$ cat src/rtl/change_dispenser.sv
// Coin-return sequencer: pays back an overpayment as greedy quarter/dime/nickel
// pulses. It waits on the hopper and keeps a fixed gap between coin pulses.
module change_dispenser #(
  parameter int CW         = 8,
  parameter int MAX_CHANGE = 195,
  parameter int PULSE_GAP  = 1
) (
  input  logic          clk,
  input  logic          reset,
  input  logic          start,
  input  logic [CW-1:0] amount,
  input  logic          hopper_ready,
  output logic          quarter,
  output logic          dime,
  output logic          nickel,
  output logic          busy,
  output logic          done,
  output logic          err,
  output logic [CW-1:0] remaining,
  output logic [1:0]    dbg_state
);

  // Handshake: start is a single-cycle request that is only sampled in IDLE.
  // hopper_ready qualifies a coin command in a DISPENSE cycle. No other
  // backpressure exists.
  typedef enum logic [1:0] {
    S_IDLE     = 2'd0,
    S_DISPENSE = 2'd1,
    S_GAP      = 2'd2
  } state_t;

  localparam logic [3:0] GAP_LAST = 4'(PULSE_GAP - 1);

  state_t        state_q, state_d;
  logic [3:0]    gap_q, gap_d;
  logic          quarter_q, quarter_d;
  logic          dime_q, dime_d;
  logic          nickel_q, nickel_d;
  logic          busy_q, busy_d;
  logic          done_q, done_d;
  logic          err_q, err_d;
  logic [CW-1:0] remaining_q, remaining_d;
  logic          legal;

  assign legal = ((amount % CW'(5)) == '0) && (amount <= CW'(MAX_CHANGE));

  always_ff @(posedge clk) begin
    if (reset) begin
      state_q     <= S_IDLE;
      gap_q       <= '0;
      quarter_q   <= 1'b0;
      dime_q      <= 1'b0;
      nickel_q    <= 1'b0;
      busy_q      <= 1'b0;
      done_q      <= 1'b0;
      err_q       <= 1'b0;
      remaining_q <= '0;
    end else begin
      state_q     <= state_d;
      gap_q       <= gap_d;
      quarter_q   <= quarter_d;
      dime_q      <= dime_d;
      nickel_q    <= nickel_d;
      busy_q      <= busy_d;
      done_q      <= done_d;
      err_q       <= err_d;
      remaining_q <= remaining_d;
    end
  end

  // GAP spans PULSE_GAP cycles, starting with the coin cycle itself.
  always_comb begin
    state_d = state_q;
    gap_d   = gap_q;
    case (state_q)
      S_IDLE: begin
        if (start && legal) state_d = S_DISPENSE;
      end
      S_DISPENSE: begin
        if (remaining_q == '0) begin
          state_d = S_IDLE;
        end else if (hopper_ready && (PULSE_GAP > 0)) begin
          state_d = S_GAP;
          gap_d   = GAP_LAST;
        end
      end
      S_GAP: begin
        if (gap_q == '0) state_d = S_DISPENSE;
        else gap_d = gap_q - 4'd1;
      end
      default: state_d = S_IDLE;
    endcase
  end

  always_comb begin
    quarter_d   = 1'b0;
    dime_d      = 1'b0;
    nickel_d    = 1'b0;
    done_d      = 1'b0;
    err_d       = 1'b0;
    remaining_d = remaining_q;
    busy_d      = (state_d != S_IDLE);
    case (state_q)
      S_IDLE: begin
        if (start) begin
          if (legal) remaining_d = amount;
          else err_d = 1'b1;
        end
      end
      S_DISPENSE: begin
        if (remaining_q == '0) begin
          done_d = 1'b1;
        end else if (hopper_ready) begin
          if (remaining_q >= CW'(25)) begin
            quarter_d   = 1'b1;
            remaining_d = remaining_q - CW'(25);
          end else if (remaining_q >= CW'(10)) begin
            dime_d      = 1'b1;
            remaining_d = remaining_q - CW'(10);
          end else begin
            nickel_d    = 1'b1;
            remaining_d = remaining_q - CW'(5);
          end
        end
      end
      default: ;
    endcase
  end

  assign quarter   = quarter_q;
  assign dime      = dime_q;
  assign nickel    = nickel_q;
  assign busy      = busy_q;
  assign done      = done_q;
  assign err       = err_q;
  assign remaining = remaining_q;
  assign dbg_state = state_q;

endmodule

$ cat config.mk
export PLATFORM = sky130hd
export DESIGN_NAME = change_dispenser
export DESIGN_NICKNAME = d
export VERILOG_FILES = /design/src/rtl/change_dispenser.sv
export SDC_FILE = /design/constraint.sdc
export NUM_CORES = 1
export LEC_CHECK = 0
export BUFFER_PORTS_ARGS = -buffer_cell sky130_fd_sc_hd__buf_2
export CELL_PAD_IN_SITES_DETAIL_PLACEMENT = 1
export CELL_PAD_IN_SITES_GLOBAL_PLACEMENT = 2
export CORE_MARGIN = 5
export CORE_UTILIZATION = 36
export DETAILED_ROUTE_END_ITERATION = 6
export PLACE_DENSITY = 0.84
export SYNTH_ARGS = -nofsm -noshare
export SYNTH_HDL_FRONTEND = slang
export SYNTH_SLANG_ARGS = --single-unit
$ cat constraint.sdc
create_clock -name clk -period 4.9 [get_ports clk]
set_input_delay 0.49 -clock clk [delete_from_list [all_inputs] [get_ports clk]]
set_output_delay 0.49 -clock clk [all_outputs]
set_load 0.02 [all_outputs]
# == After elaboration in Yosys (flattened, before gate mapping) ==
# Cells that the tools add are included.
# totals
register_bits,20
input_bits,12
out_inout_bits,16
elab_cells,64
# classes
n_addsub,4
div,1
order_cmp,3
eq_ne,7
mux,21
bitwise_logic,4
reduce_logical,15
# ops
op,n
two-way mux 8 bit,6
zero test 8 bit,2
one-hot mux 8 bit (2 select lines),1
two-way mux 4 bit,3
!= test 2 bit (second input constant),5
>= comparator 8 x 4 -> 1 bit (second input constant),1
>= comparator 8 x 5 -> 1 bit (second input constant),1
less-or-equal comparator 8 bit (second input constant),1
remainder unit 8 x 3 -> 8 bit (second input constant),1
two-way mux 2 bit,4
one-hot mux 4 bit (2 select lines),1
subtractor 8 x 3 -> 8 bit (second input constant),1
subtractor 8 x 4 -> 8 bit (second input constant),1
subtractor 8 x 5 -> 8 bit (second input constant),1
one-hot mux 2 bit (3 select lines),1
nonzero test 2 bit,3
two-way mux 1 bit,5
AND reduction 5 bit,1
OR reduction 5 bit,1
zero test 4 bit,1
inverter 1 bit,4
AND reduction 4 bit,1
OR reduction 4 bit,1
subtractor 4 x 1 -> 4 bit (second input constant),1
6 further kinds,7

# == Longest topological paths before layout ==
# logic_depth
ltp_word,7
depth_mapped,14
depth_no_buf,12

# == Worst setup path after synthesis ==
# OpenSTA, ideal clock, no wires.
# synth_timing
path_type,input to register
start,input amount[4]
end,register remaining_q[0] (netlist: remaining[0])
setup_ns,0.123
arrival_time_ns,3.219
t_required_ns,4.777
path_slack_ns,1.558
cell_stages,13
n_path_buf,1
path_cell_list,clkbuf_1 -> xnor2_1 -> mux2i_1 -> o2111ai_1 -> a21bo_2 -> ha_1 -> nand2_1 -> or3b_2 -> o211a_1 -> a211oi_4 -> and2_4 -> a41o_1 -> mux2_1
# synth_between
elab_chain_len,5
word_cells_on_any_way,6
cone_classes,1 x div; 1 x order compare; 1 x eq/ne; 3 x reduce/logical
# synth_rtl
item,line_no,rtl
"start, declared",11,"input logic [CW-1:0] amount,"
remainder unit 8 x 3 -> 8 bit,45,assign legal = ((amount % CW'(5)) == '0) && (amount <= CW'(MAX_CHANGE));
zero test 8 bit,45,
logical AND 1 bit *,45,
!= test 2 bit (no source line) *,-,
AND reduction 5 bit (no source line) *,-,
"end signal, assigned",67,remaining_q <= remaining_d;
"end, declared",42,"logic [CW-1:0] remaining_q, remaining_d;"
# Mark *: on every way between the ends. The rest lies on a longest branch, timed or not.
# A chain may end at the register's enable or synchronous reset.

# == Worst setup path after layout ==
# Ends and elaborated chain as after synthesis.

==> results.cfg <==
[synthesis]
synth_area_leaders = dfxtp_1, ha_1, nand2_1, nor2_1, a21oi_1
synthDistinctLibCells = 63
yosysSeqAreaShare = 0.206
netlist_area_um2 = 1950
synthSimpleGateAreaFrac = 0.322
synth.area.mux_share = 0.0277
synthesis.nets = 278
synth_compound_area_frac = 0.275
synth_xor_area_frac = 0.0405
synth_edf_count = 0
yosysWarnings = 0
synth_ff_type = dfxtp_1
synth_top_cell_area_share = 0.206
ys_async_sr_fraction = 0
synth_top_family_by_area = simple AND/OR/NAND/NOR gates
synth-seq-cells = 20
synthAdderAreaFrac = 0.0707
synth_top_area_cell = dfxtp_1
synth.avg_cell_area_um2 = 7.63
synthCells = 255

[hold_path]
hold_class = reg -> reg

[clocking]
clock_latency_ns = 0.27
clkSlewWorstSetupHoldPaths_ns = 0.08
htree_num_levels = 1
cts_resized = 0
cts_hold_buf = 0
cts_tree = done
clk_path_buf_depth = 2
cts_setup_buffers = 0
cts-root-buf = clkbuf_8
cts_made_buffers = 3
clock_sinks = 20

[routing]
drt_wl_total_mm = 5.50
top_layer = met4
m1WireLength_mm = 2.68
viasPerCell = 5.58
dr.pass1.iters = 4
drc = 0
via_count = 1904
drt_iter0_markers = 113
wire_per_inst_um = 16.1
ant_nets = 0
route.met2.wl_mm = 2.67
routed-wl-met3_um = 101

[placement]
routabilityCongestion = 0.811
dp.cells = 337
io_buffers = 27
dp_hpwl_mm = 4.16

[sta]
maxSlewViolCount = 0
period_needed_ns = 3.46
worstMarginPinSlew_ns = 0.717
timing.fmax_mhz = 289
tns_ns = 0
final-setup-viol-count = 0
relSlewSlack = 0.520
min_period_over_period = 0.707
hold_violations = 0
rsz0062_at_grt = false
whs_ns = 0.542
finClkSkew_ns = 0.00290

[final_layout]
layout.area.seq_um2 = 400
diodes = 0
drive_gt1_frac = 0.162
nFillCells = 654
area_growth_pct = 11.4
final_cells = 341
nNetsFinal = 295
multi_input_area_um2 = 1430
post-route-util = 0.419

[power]
vdd_drop_max_mv = 0.151
pwr-share-seq = 0.329
p_comb_frac = 0.360
leakagePower_nw = 0.904
power_mw = 0.549
p_int_mw = 0.354
pwr-share-clk = 0.311
power.density_nw_per_um2 = 253
p_sw_mw = 0.196
swShare = 0.356

[die]
initial_core_util = 0.376
core_um2 = 5170
die_x_um = 83.5
die-area_um2 = 6970
ios = 28
dieHeight_um = 83.5
rows = 26

[setup_path]
crit_path_end_kind = flop
setup.worst_path.start_class = input pin
critPathArrivalTime_ns = 3.62
required_ns = 5.06
path_class = in -> reg
path_max_fanout = 16

[grt]
grt-ovfl-total = 0
grt_max_degree = 26
antenna_found_initial = 0
grt_pass1_wl_mm = 9.51
grt_pass1_vias = 1924
grt_usage = 0.161

[job]
cap_violations = 0

[outcome]
status = completed
## critical path, stage by stage
cell	delay (ns)
buf_2	0.23
or3b_1	0.43
nand2b_1	0.17
o2111ai_1	0.11
a21bo_2	0.28
ha_1	0.29
nand2_1	0.09
or3b_2	0.45
o211a_1	0.16
a211oi_4	0.24
and2_4	0.21
a41o_1	0.18
mux2_1	0.31
## layer usage
layer,up-vias,global-route usage
met5,-,0
met4,0,0.0307
met3,5,0.0207
met2,17,0.278
met1,905,0.217
li1,977,-
## final timing paths
path | startpoint | endpoint | slack (ns) | depth (start not counted)
worst max-delay path | amount[4] | remaining[0] | 1.44 | 13
worst min register to register | gap_q[1] | gap_q[1] | 0.54 | 2
worst max register to register | remaining[4] | remaining[2] | 1.99 | 9
worst min-delay path | gap_q[1] | gap_q[1] | 0.54 | 2
## placed cells by master (no fill, tap or decap), drive strengths merged, types with 7 or more instances in the layout
cell	instances
a211oi	9
a21oi	16
buf	27
dfxtp	20
ha	11
inv	11
nand2	22
nand2b	8
nand3	9
nor2	21
nor3	15
o21ai	13
xnor2	7
## registers in the layout, indices dropped and copies added (netlist names)
name       flops
dbg_state      2
gap_q          4
err            1
quarter        1
busy           1
done           1
nickel         1
dime           1
remaining      8
## power groups by stage
stage	Clock, mW	Combinational [mW]	Sequential (mW)
after global routing	0.185	0.222	0.183
after global placement	0	0.198	0.185
after floorplan	0	0.144	0.190
after CTS	0.177	0.200	0.181
final	0.171	0.198	0.181
after detailed placement	0	0.198	0.185
## cell usage after synthesis (all sizes together), types with 2 or more instances
library cell and n:
nor4 3, a2111oi 2, o211a 2, nor4bb 4, a41o 2, o31ai 2, inv 11, and2 2
nor2b 4, nor4b 3, nor3b 4, or3 3, dfxtp 20, buf 7, or3b 3, o211ai 2
o2111ai 2, o32ai 2, o21ai 13, nand3 9, a21oi 16, xor2 2, nand2b 8, a21o 2
ha 11, mux2i 2, nor2 21, and3 5, clkbuf 8, nand2 22, o221ai 2, nor3 15
a21boi 2, xnor2 7, a31oi 5, mux2 3, a211oi 9
## cell type report
cell class,count,area share
inverter,11,0.0190
multi-input combinational,209,0.661
tap,70,0.0404
clock inverter,1,0.0138
sequential,20,0.185
clock buffer,3,0.0190
timing repair buffer,27,0.0623
## cell families after synthesis
family                     Yosys count
and+or+nand+nor                    112
AOI/OAI and AO/OA                   72
buffers and inverters               26
DFF                                 20
adders and majority gates           11
xor gates and xnor gates             9
muxes                                5
## metrics by stage
stage	setup slack [ns]	instance area [µm²]
floorplan	1.56	1950
global placement	1.26	2100
detailed placement	1.17	2100
CTS	1.45	2170
global route	1.28	2170
finish	1.44	2170
No activity file was read; power rests on OpenSTA's default activity.
